[src/rtl/f_fetch_unit_pkg.sv]
// Shared fetch/decode/CP0 definitions: next-PC select codes, exception
// codes, reset PC and the legal text-segment window.
package f_fetch_unit_pkg;

  typedef enum logic [2:0] {
    NPC_SEQ    = 3'd0,
    NPC_BRANCH = 3'd1,
    NPC_JUMP   = 3'd2,
    NPC_JREG   = 3'd3
  } npc_op_e;

  localparam logic [4:0]  EXC_NONE = 5'd0;
  localparam logic [4:0]  EXC_ADEL = 5'd4;

  localparam logic [31:0] PC_RESET_DEFAULT = 32'h0000_3000;
  localparam logic [31:0] TEXT_LO_DEFAULT  = 32'h0000_3000;
  localparam logic [31:0] TEXT_HI_DEFAULT  = 32'h0000_6FFC;

  localparam logic [31:0] NOP_INSTR = 32'h0000_0000;

  // A fetch address is bad if misaligned or outside [lo, hi].
  function automatic logic fetch_addr_err(input logic [31:0] pc,
                                          input logic [31:0] lo,
                                          input logic [31:0] hi);
    return (pc[1:0] != 2'b00) || (pc < lo) || (pc > hi);
  endfunction

endpackage

[src/rtl/f_fetch_unit_npc.sv]
// Next-PC selection: computes sequential, branch, jump and register-jump
// targets and picks one according to the control resolved in decode.
// Stall and reset are handled by the PC register in the parent.
module f_npc
  import f_fetch_unit_pkg::*;
(
  input  logic [31:0] pc_i,
  input  logic [31:0] d_pc_i,
  input  logic [15:0] d_imm16_i,
  input  logic [25:0] d_index26_i,
  input  logic [31:0] d_rs_val_i,
  input  logic [2:0]  d_npc_op_i,
  input  logic        d_br_taken_i,
  output logic [31:0] npc_o
);

  logic [31:0] seqPc;
  logic [31:0] dPcPlus4;
  logic [31:0] brOffset;
  logic [31:0] brTarget;
  logic [31:0] jTarget;

  // Targets are relative to the delay-slot address (D's PC + 4); all
  // arithmetic wraps modulo 2^32 and the address check catches the result.
  assign seqPc    = pc_i + 32'd4;
  assign dPcPlus4 = d_pc_i + 32'd4;
  assign brOffset = {{14{d_imm16_i[15]}}, d_imm16_i, 2'b00};
  assign brTarget = dPcPlus4 + brOffset;
  assign jTarget  = {dPcPlus4[31:28], d_index26_i, 2'b00};

  // Select the next PC; unused op codes fall back to sequential fetch.
  always_comb begin
    npc_o = seqPc;
    case (d_npc_op_i)
      NPC_BRANCH: npc_o = d_br_taken_i ? brTarget : seqPc;
      NPC_JUMP:   npc_o = jTarget;
      NPC_JREG:   npc_o = d_rs_val_i;
      default:    npc_o = seqPc;
    endcase
  end

endmodule

[src/rtl/f_fetch_unit.sv]
// Fetch stage: owns the PC, drives instruction memory, checks the fetch
// address and presents {PC, instruction, exception} to the F/D register.
module f_fetch_unit
  import f_fetch_unit_pkg::*;
#(
  parameter logic [31:0] PC_RESET = PC_RESET_DEFAULT,
  parameter logic [31:0] TEXT_LO  = TEXT_LO_DEFAULT,
  parameter logic [31:0] TEXT_HI  = TEXT_HI_DEFAULT
) (
  input  logic        clk,
  input  logic        reset,
  input  logic        stall,
  input  logic [31:0] d_pc,
  input  logic [15:0] d_imm16,
  input  logic [25:0] d_index26,
  input  logic [31:0] d_rs_val,
  input  logic [2:0]  d_npc_op,
  input  logic        d_br_taken,
  output logic [31:0] i_inst_addr,
  input  logic [31:0] i_inst_rdata,
  output logic [31:0] f_pc,
  output logic [31:0] f_instr,
  output logic [4:0]  f_exc,
  output logic        f_we
);

  logic [31:0] pc_q;
  logic [31:0] pc_d;
  logic [31:0] npc;
  logic        addrErr;

  f_npc u_npc (
    .pc_i         (pc_q),
    .d_pc_i       (d_pc),
    .d_imm16_i    (d_imm16),
    .d_index26_i  (d_index26),
    .d_rs_val_i   (d_rs_val),
    .d_npc_op_i   (d_npc_op),
    .d_br_taken_i (d_br_taken),
    .npc_o        (npc)
  );

  // Stall freezes the PC; a redirect seen during a stall is dropped here
  // and re-presented by the held D stage once the stall clears.
  always_comb begin
    pc_d = stall ? pc_q : npc;
  end

  // PC register; reset overrides stall and any redirect.
  always_ff @(posedge clk) begin
    if (reset) pc_q <= PC_RESET;
    else       pc_q <= pc_d;
  end

  assign addrErr = fetch_addr_err(pc_q, TEXT_LO, TEXT_HI);

  // Output muxing: bad addresses still advance but deliver a NOP plus AdEL.
  always_comb begin
    i_inst_addr = {pc_q[31:2], 2'b00};
    f_pc        = pc_q;
    f_we        = ~stall;
    f_instr     = i_inst_rdata;
    f_exc       = EXC_NONE;
    if (addrErr) begin
      f_instr = NOP_INSTR;
      f_exc   = EXC_ADEL;
    end
  end

endmodule

[config.mk]
export PLATFORM = sky130hd
export DESIGN_NAME = f_fetch_unit
export DESIGN_NICKNAME = d
export VERILOG_FILES = /design/src/rtl/f_fetch_unit_pkg.sv /design/src/rtl/f_fetch_unit_npc.sv /design/src/rtl/f_fetch_unit.sv
export SDC_FILE = /design/constraint.sdc
export NUM_CORES = 1
export LEC_CHECK = 0
export ABC_AREA = 1
export ABC_CLOCK_PERIOD_IN_PS = 2500
export CELL_PAD_IN_SITES_DETAIL_PLACEMENT = 0
export CELL_PAD_IN_SITES_GLOBAL_PLACEMENT = 1
export CORE_MARGIN = 2
export CORE_UTILIZATION = 39
export DETAILED_ROUTE_END_ITERATION = 10
export DONT_BUFFER_PORTS = 1
export PLACE_DENSITY = 0.79
export SYNTH_ARGS = -nofsm -noshare
export SYNTH_HDL_FRONTEND = slang
export SYNTH_SLANG_ARGS = --single-unit
export TNS_END_PERCENT = 1
[constraint.sdc]
create_clock -name clk -period 2.5 [get_ports clk]
set_input_delay 0.125 -clock clk [delete_from_list [all_inputs] [get_ports clk]]
set_output_delay 0.125 -clock clk [all_outputs]
set_load 0.005 [all_outputs]
==> results.toml, run 1 <==
[run_status]
outcome = "complete, no violations"

[synthesis]
postSynthCellCount = 1179
synth_seq_area_share = 0.100
synthDistinctLibCells = 49
ys.flop_type = "dfxtp_1"
synth_edf_count = 0
syn-cell-area_um2 = 6380
synthArstFlopShare = 0
synth_seq_cells = 32
yosys_warnings = 0
syn_avg_cell_area_um2 = 5.41

[grt]
groute.usage.overall = 0.260
grt_max_degree = 31
grt_pass1_vias = 6933
grt_pass1_wl_um = 36300
grt_antenna_before_repair = 0
grt.overflow.total = 0

[timing]
rsz0062_at_grt = "true"
layout_worst_path_cycle_share = 0.970
setup_violations = 0
fin_ws_ps = 75.1
clock_skew_ps = 6.47
max_slew.worst_pin.slew_ps = 866
slew_headroom = 0.419
maxSlewViolCount = 0
hold_viol_final = 0
clock.fmax_mhz = 412
post-route-min-period_ps = 2420

[detailed_routing]
wl_per_cell_um = 16.5
ant_nets = 0
vias = 7376
vias_per_cell = 5.14
drtPass1Iterations = 6
drt-initial-drc-count = 586
wl_um = 23600
drc = 0

[worst_setup_path]
crit_fanout = 3
crit_buf_inv = 6
crit_family = "simple AND/OR/NAND/NOR gates"
worstPathRequired_ps = 2690
path_class = "primary input to flop"
crit_top_cell = "nand2_1"
startpoint_type = "primary input"
critical-path-slowest-cell = "ha_4"
cp_cell_sequence = "inv_8 > nor3_4 > nand2_2 > nor3b_4 > nand2_2 > nor3_2 > buf_4 > xnor2_2 > inv_2 > ha_4 > nand2_4 > nor2_4 > buf_4 > nand2_1 > inv_1 > nand3_2 > nand2_1 > nand2_1 > nand3_1 > nand3_1 > nand2_1 > inv_1"
cpPeakStageDelay_ps = 310
cp.arrival_ps = 2610
worstSetupEndpointType = "flop"

[place]
post-place-ws_ps = -363
post-place-cells = 1418
dp_hpwl_um = 19500
dpl_cell_area_um2 = 6900
gp_congestion = 0.935
numPortBuffers = 0

[pwr]
cell_internal_pwr_w = 0.00139
p_comb_frac = 0.466
p_leak_nw = 3.84
switchingPower_w = 0.000996
peakVddDrop_uv = 247
pwr_density_cell_nw_per_um2 = 315
p_sw_frac = 0.417
p_seq_frac = 0.269
pwr-share-clk = 0.266

[finish]
final_cell_mix = "nand2_1, inv_1, nor2_1"
largest_reg_flops = 32
final_net_count = 1399
fin_area_um2 = 7560
final_common_cell = "nand2_1"
diodes = 0
area_growth_pct = 18.6
drive_above_1_share = 0.182
instances_no_fill = 1436

[job]
drv_cap = 0

[floorplan]
row_count = 46
die_w_um = 132
coreArea_um2 = 15900
start_util = 0.400
die-area_um2 = 17400
die_h_um = 132
io-pin-count = 247

[clock_tree]
cts_buffer_depth = 2
cts.clk_slew.worst_paths_ps = 50
cts_tree = "yes"
cts.sink_count = 32
clock_latency_ps = 290
cts_buffers = 5
cts_htree_levels = 2
cts_root_buf = "clkbuf_16"

[worst_hold_path]
hold_path.class = "primary input to flop"
[final timing paths]
| path | from | to | slack [ps] | cells after the start |
|---|---|---|---|---|
| worst min register to register | f_pc[4] | f_pc[4] | 660 | 2 |
| worst max register to register | f_pc[15] | f_pc[28] | 380 | 11 |
| worst min-delay path | d_pc[0] | f_pc[0] | 5 | 2 |
| worst max-delay path | d_pc[6] | f_pc[28] | 80 | 22 |
[through the flow]
step / power, W / setup TNS [ps] / hold slack (ps) / utilization
after global placement: 0.00162 / -3270 / 227 / 0.433
final: 0.00239 / 0 / 5.37 / 0.474
after CTS: 0.00228 / 0 / 1.27 / 0.447
after global routing: 0.00255 / -1130 / 5.13 / 0.474
after detailed placement: 0.00163 / -3620 / 229 / 0.433
after floorplan: 0.00136 / 0 / 274 / -
[power by group through the flow]
stage	sequential (W)	combinational (W)	clock (W)
finish	0.000641	0.00111	0.000634
global route	0.000648	0.00125	0.000655
CTS	0.000639	0.000999	0.000644
detailed placement	0.000650	0.000976	0
global placement	0.000650	0.000973	0
floorplan	0.000611	0.000748	0
[cell families (layout without fill, tap and decap cells)]
kind of cell	after synthesis	after routing	synth area share
simple gates	660	660	0.467
buf+inv	282	318	0.191
compound gates	141	141	0.133
fa+ha+maj	35	35	0.0699
flops	32	32	0.100
xor+xnor	28	28	0.0385
other cells	1	6	0.000588
[area by class of cell]
type | instances | area, um2
Fill cell | 1741 | 8380
Clock buffer | 7 | 143
Clock inverter | 1 | 7.51
Tap cell | 216 | 270
Timing Repair Buffer | 90 | 709
Inverter | 220 | 837
Sequential cell | 32 | 641
Multi-Input combinational cell | 870 | 4960
[timing repair]
action,CTS,global route
endpoints found under the hold margin,18,0
gates resized for setup,2,107
hold buffers,7,0
setup endpoints to repair,2,19
pin swaps,0,32
setup buffers,0,3
[worst reg2reg max path: stages (launching register included)]
cell     delay (ps)
dfxtp_1         660
inv_1           200
nor3_1          280
nand3_1         160
nor2_1          210
nand3_1          90
nand3_1         100
nand2_1          60
inv_1           100
nand3_1          80
nand2_1          60
inv_1            30
[synth_stat cells, types with 2 or more instances]
library cell,instances,area [um2]
buf_2,7,35.0
xor2_1,16,140
and2_1,4,25.0
o211ai_1,7,52.6
a221oi_1,4,35.0
o21bai_1,7,52.6
nor2_4,9,101
inv_1,215,807
clkbuf_1,16,60.1
o2111ai_1,3,26.3
buf_4,39,293
nand3b_1,4,30.0
nor2_1,135,507
o21ai_0,32,160
nand2_2,15,93.8
nor4_1,4,25.0
nand3_2,2,20.0
a22oi_1,22,165
a21oi_1,52,260
inv_2,3,11.3
o21a_1,3,22.5
or2_2,5,31.3
nand4_1,30,188
a31oi_1,4,25.0
o21ai_1,2,10.0
ha_1,34,425
nand2_1,318,1190
nand3_1,99,495
xnor2_1,12,105
nor2_2,4,25.0
nor3_1,19,95.1
nor3_2,5,50.1
dfxtp_1,32,641
[metal layers]
layer  track usage  wire length (um)  share of wire
met5             0                 0              0
met1         0.332             10300           0.43
met4        0.0954               677          0.029
met2         0.443             11300           0.48
met3        0.0377              1380          0.058
(Power assumes the default switching activity.)
==> run 2: changes to the inputs <==
- CORE_MARGIN: 2 -> 5
==> run 2 against run 1 <==
- die area grew 9.3%
- global-route usage decreased by 1.6 points
- first-iteration DRC count fell by 0.17%
- final area rose by 0.84%
- sequential cell count unchanged
- largest cell class unchanged
==> results.toml, run 2 (synthesis gave the netlist of run 1 again) <==
[timing]
hold_viol_final = 0
maxSlewViolCount = 0
slew_headroom = 0.574
clock_skew_ps = 10.0
clock.fmax_mhz = 416
tns_ps = 0
fin_ws_ps = 96.1
hold-worst-slack_ps = 9.86
setup_violations = 0
post-route-min-period_ps = 2400
max_slew.worst_pin.slew_ps = 637
layout_worst_path_cycle_share = 0.962
rsz0062_at_grt = "true"

[grt]
groute.usage.overall = 0.244
grt_pass1_wl_um = 35900
grt.overflow.total = 0
grt_max_degree = 34
gr-max-usage-layer = "met2"
grt_use_met2 = 0.426
grt_use_met3 = 0.0305
grt_pass1_vias = 6780
grt_use_met1 = 0.306
grt_antenna_before_repair = 0

[clock_tree]
cts.clk_slew.worst_paths_ps = 50
cts_root_buf = "clkbuf_16"
cts.sink_count = 32
cts_buffer_depth = 2
cts_buffers = 5
cts_htree_levels = 2
clock_latency_ps = 290
cts_tree = "yes"

[floorplan]
row_count = 46
die_h_um = 138
die_w_um = 138
die-area_um2 = 19000
io-pin-count = 247
start_util = 0.400
coreArea_um2 = 15900

[place]
numPortBuffers = 0
dp_hpwl_um = 20400
post-place-ws_ps = -317
gp_congestion = 0.923

[worst_setup_path]
crit_fanout = 4
r2r_end = "f_pc[29]"
worstRegToRegCells = 11
worstPathRequired_ps = 2680
r2r-start = "f_pc[12]"
worstSetupEndpointType = "flop"
cp.arrival_ps = 2580
startpoint_type = "primary input"
r2r_slack_ps = 350
path_class = "primary input to flop"

[finish]
drive_above_1_share = 0.185
diodes = 0
largest_reg_flops = 32
utilization = 0.478
final_common_cell = "nand2_1"
final_cell_mix = "nand2_1, inv_1, nor2_1"
final_net_count = 1405
area_growth_pct = 19.6

[detailed_routing]
wl_um = 24700
vias_per_cell = 5.15
vias = 7433
wl_per_cell_um = 17.1
drc = 0
drt-initial-drc-count = 585
ant_nets = 0
drtPass1Iterations = 6

[pwr]
p_leak_nw = 3.87
peakVddDrop_uv = 229
pwr_density_cell_nw_per_um2 = 316

[job]
drv_cap = 0

[worst_hold_path]
hold_path.startpoint = "d_rs_val[0]"
hold_path.class = "primary input to flop"
worstHoldPathCells = 2
hold_path_end = "f_pc[0]"

[run_status]
outcome = "complete, no violations"
==> run 2: cell count changes in the layout (fill, tap and decap cells not counted), sizes merged <==
cell         change
dlygate4sd3      +3
buf              +3
==> run 2: worst max-delay path, cell delays in order <==
cell and delay [ps]:
inv_1 50, nor2_4 140, nand2_4 70, nor2_4 170, nand3_4 110, nor2_4 130, nand2_2 70, buf_4 140
xnor2_2 120, ha_2 390, nand2_2 140, nor2_4 150, and2_1 170, nand3_2 110, nand3_1 100, nand2_1 60
nand3_1 110, nand3b_1 100, nand2_1 70, inv_1 40
==> run 2: metal layers <==
| metal | vias to the layer above | wire length (um) |
|---|---|---|
| met5 | - | 0 |
| met1 | 3259 | 10100 |
| met2 | 329 | 11900 |
| met4 | 0 | 863 |
| li1 | 3800 | - |
| met3 | 45 | 1810 |
==> run 2: power by group <==
group          switching (W)  internal [W]  total [W]
combinational       0.000681      0.000457    0.00114
clock               0.000237      0.000397   0.000634
sequential         0.0000851      0.000550   0.000635
total                0.00100       0.00140    0.00241
==> run 2: layout make-up <==
type | count | area, um2
Fill cell | 1737 | 8310
Inverter | 220 | 837
Sequential cell | 32 | 641
Tap cell | 216 | 270
Timing Repair Buffer | 96 | 749
Multi-Input combinational cell | 870 | 4980
Clock buffer | 7 | 143
Clock inverter | 1 | 7.51
==> run 2: timing repair <==
item,CTS,global route
endpoints found under the setup margin,2,20
pin swaps,0,35
hold buffers,10,0
endpoints found under the hold margin,20,0
buffers inserted,0,3
resized for setup,2,110
==> run 2: worst max path at each step <==
stage	from	endpoint	cells after the start
floorplan	d_pc[2]	f_pc[28]	18
global placement	d_pc[2]	f_pc[21]	20
detailed placement	d_pc[2]	f_pc[21]	20
CTS	d_pc[2]	f_pc[16]	18
global route	d_pc[6]	f_pc[30]	21
finish	d_pc[2]	f_pc[26]	20
==> run 2: through the flow <==
stage          power (W)  instance area [um2]  cells
2_1_floorplan    0.00136                 6390   1184
3_3_place_gp     0.00163                 6910   1421
3_5_place_dp     0.00163                 6910   1421
4_1_cts          0.00229                 7170   1439
5_1_grt          0.00257                 7630   1442
6_report         0.00241                 7630   1442
==> run 3: changes to the inputs <==
- ABC_AREA: 1 -> not set
- CORE_UTILIZATION: 39 -> 41
- PLACE_DENSITY: 0.79 -> 0.78
==> run 3 against run 2 <==
- setup slack got worse by 270 ps
- global-route usage up 0.35 points
- sequential power is 6.0% lower
- critical path type unchanged
- the run now ends with negative setup slack left
- wire length fell by 22%
- critical path depth is 4 lower
- synthesized cell count is 41% lower
==> results.toml, run 3 <==
[timing]
hold_viol_final = 0
setup_violations = 4
clock_skew_ps = 3.92
clock.fmax_mhz = 374
post-route-min-period_ps = 2670
rsz0062_at_grt = "true"
hold-worst-slack_ps = 17.7
maxSlewViolCount = 0
layout_worst_path_cycle_share = 1.07
slew_headroom = 0.391
max_slew.worst_pin.slew_ps = 910
fin_ws_ps = -171

[worst_setup_path]
r2r-start = "f_pc[3]"
startpoint_type = "primary input"
worstRegToRegCells = 9
startpoint = "d_pc[8]"
path_class = "primary input to flop"
cp.arrival_ps = 2860
crit_fanout = 4
worstPathRequired_ps = 2680
worstSetupEndpointType = "flop"

[worst_hold_path]
hold_path.class = "primary input to flop"
worstHoldPathCells = 2
hold_path.startpoint = "stall"

[clock_tree]
cts.sink_count = 32
clock_latency_ps = 270
cts_buffer_depth = 2
cts_root_buf = "clkbuf_16"
cts_tree = "yes"
cts_buffers = 5
cts_htree_levels = 2
cts.clk_slew.worst_paths_ps = 50

[floorplan]
coreArea_um2 = 12100
start_util = 0.421
io-pin-count = 247
die_h_um = 121
row_count = 40
die-area_um2 = 14700
die_w_um = 121

[synthesis]
synthArstFlopShare = 0
syn-cell-area_um2 = 5080
yosys.area.top_type = "dfxtp_1"
synth.top_cell.area_share = 0.126
synth_edf_count = 0
yosys-top-cells-area = "dfxtp_1, ha_1, xnor2_1"
synth.top_cells.by_count = "nand2_1, nor2_1, a21oi_1"
synthDistinctLibCells = 76
ys.flop_type = "dfxtp_1"
synth_seq_cells = 32
synth_seq_area_share = 0.126
yosys_warnings = 0
postSynthCellCount = 696
synth.most_common_cell = "nand2_1"
syn_avg_cell_area_um2 = 7.30

[grt]
grt_max_degree = 36
grt_pass1_wl_um = 29200
groute.usage.overall = 0.247
grt_pass1_vias = 5366
grt.overflow.total = 0
grt_antenna_before_repair = 4

[finish]
largest_reg_flops = 32
drive_above_1_share = 0.294
area_growth_pct = 25.2
final_net_count = 948
fin_area_um2 = 6360
final_common_cell = "buf_4"
final_cell_mix = "buf_4, nand2_1, nor2_1"

[place]
gp_congestion = 0.952
dpl_cell_area_um2 = 5870
numPortBuffers = 0
dp_hpwl_um = 15300

[detailed_routing]
drtPass1Iterations = 5
wl_per_cell_um = 20.5
drt-initial-drc-count = 427
wl_um = 19300
vias = 5522
ant_nets = 0
vias_per_cell = 5.87
drc = 0

[pwr]
pwr_density_cell_nw_per_um2 = 370
p_leak_nw = 2.62
peakVddDrop_uv = 241

[run_status]
outcome = "finished with violations"
violations = "negative setup slack"

[job]
drv_cap = 0
## run 3: cell types whose count changed after synthesis, sizes merged, moves of 11 or more
cell    delta
a21o      +12
a221oi    +24
a22oi     -17
and2      +34
and3      +11
inv      -194
nand2    -280
nand3     -67
nand4     -17
nor2      -96
o21ai     +12
xnor2     +27
xor2      +19
## run 3: timing repair
action                                  4_1_cts  5_1_grt
endpoints found under the hold margin        18        0
resized for setup                            18       42
hold buffers                                  2        0
setup buffers                                 1        4
pin swaps                                     4       40
endpoints found under the setup margin       10       17
## run 3: critical path, stage by stage
cell and delay [ps]:
nand4_1 160, buf_4 190, nor2_2 80, buf_6 120, and3_4 230, nand3_4 90, xnor2_4 170, ha_2 200
a21oi_2 140, o21ai_2 80, a21o_1 190, a21o_1 200, a211oi_2 280, nor2_2 80, mux2_4 300, a221oi_2 200
## run 3: stage by stage
step / setup TNS (ps) / instances / setup slack (ps) / utilization / power [W]
after floorplan: -1280 / 701 / -297 / - / 0.00130
after global placement: -4300 / 922 / -416 / 0.487 / 0.00162
after detailed placement: -4570 / 922 / -457 / 0.487 / 0.00164
after CTS: -83.6 / 933 / -35.6 / 0.509 / 0.00229
after global routing: -2350 / 941 / -284 / 0.528 / 0.00249
final: -364 / 941 / -171 / 0.528 / 0.00235
## run 3: routing by layer
| metal | GRT usage | share of wire |
|---|---|---|
| met2 | 0.443 | 0.51 |
| met1 | 0.298 | 0.38 |
| met3 | 0.0448 | 0.086 |
| met4 | 0.0742 | 0.020 |
| met5 | 0 | 0 |
## run 3: path summary, 6_finish.rpt
kind	end	slack (ps)
max reg2reg	f_pc[30]	220
min	f_pc[3]	20
min reg2reg	f_pc[0]	550
max	f_pc[30]	-170
## run 3: where the power goes
part | switching (W) | internal [W]
clock | 0.000216 | 0.000397
combinational | 0.000607 | 0.000537
sequential | 0.0000477 | 0.000550
## run 3: cells by family (layout without fill, tap and decap cells)
| group | after synthesis | in the layout | share of synthesized area |
|---|---|---|---|
| XOR/XNOR | 75 | 75 | 0.133 |
| other | 1 | 10 | 0.000738 |
| adder cells (fa/ha/maj) | 35 | 35 | 0.0876 |
| buffers and inverters | 96 | 164 | 0.0999 |
| AND/OR/NAND/NOR | 247 | 247 | 0.255 |
| AO/OA/AOI/OAI | 207 | 207 | 0.290 |
| multiplexers | 3 | 3 | 0.00689 |
| flip-flops | 32 | 32 | 0.126 |
## run 3: final cells by class
class / instances / area, um2
clock buffers: 8 / 146
inverters: 24 / 90.1
fillers: 1122 / 5700
multi-input cells: 573 / 4270
flip-flops and latches: 32 / 641
well taps: 168 / 210
diodes: 4 / 10.0
repair buffers: 132 / 1000
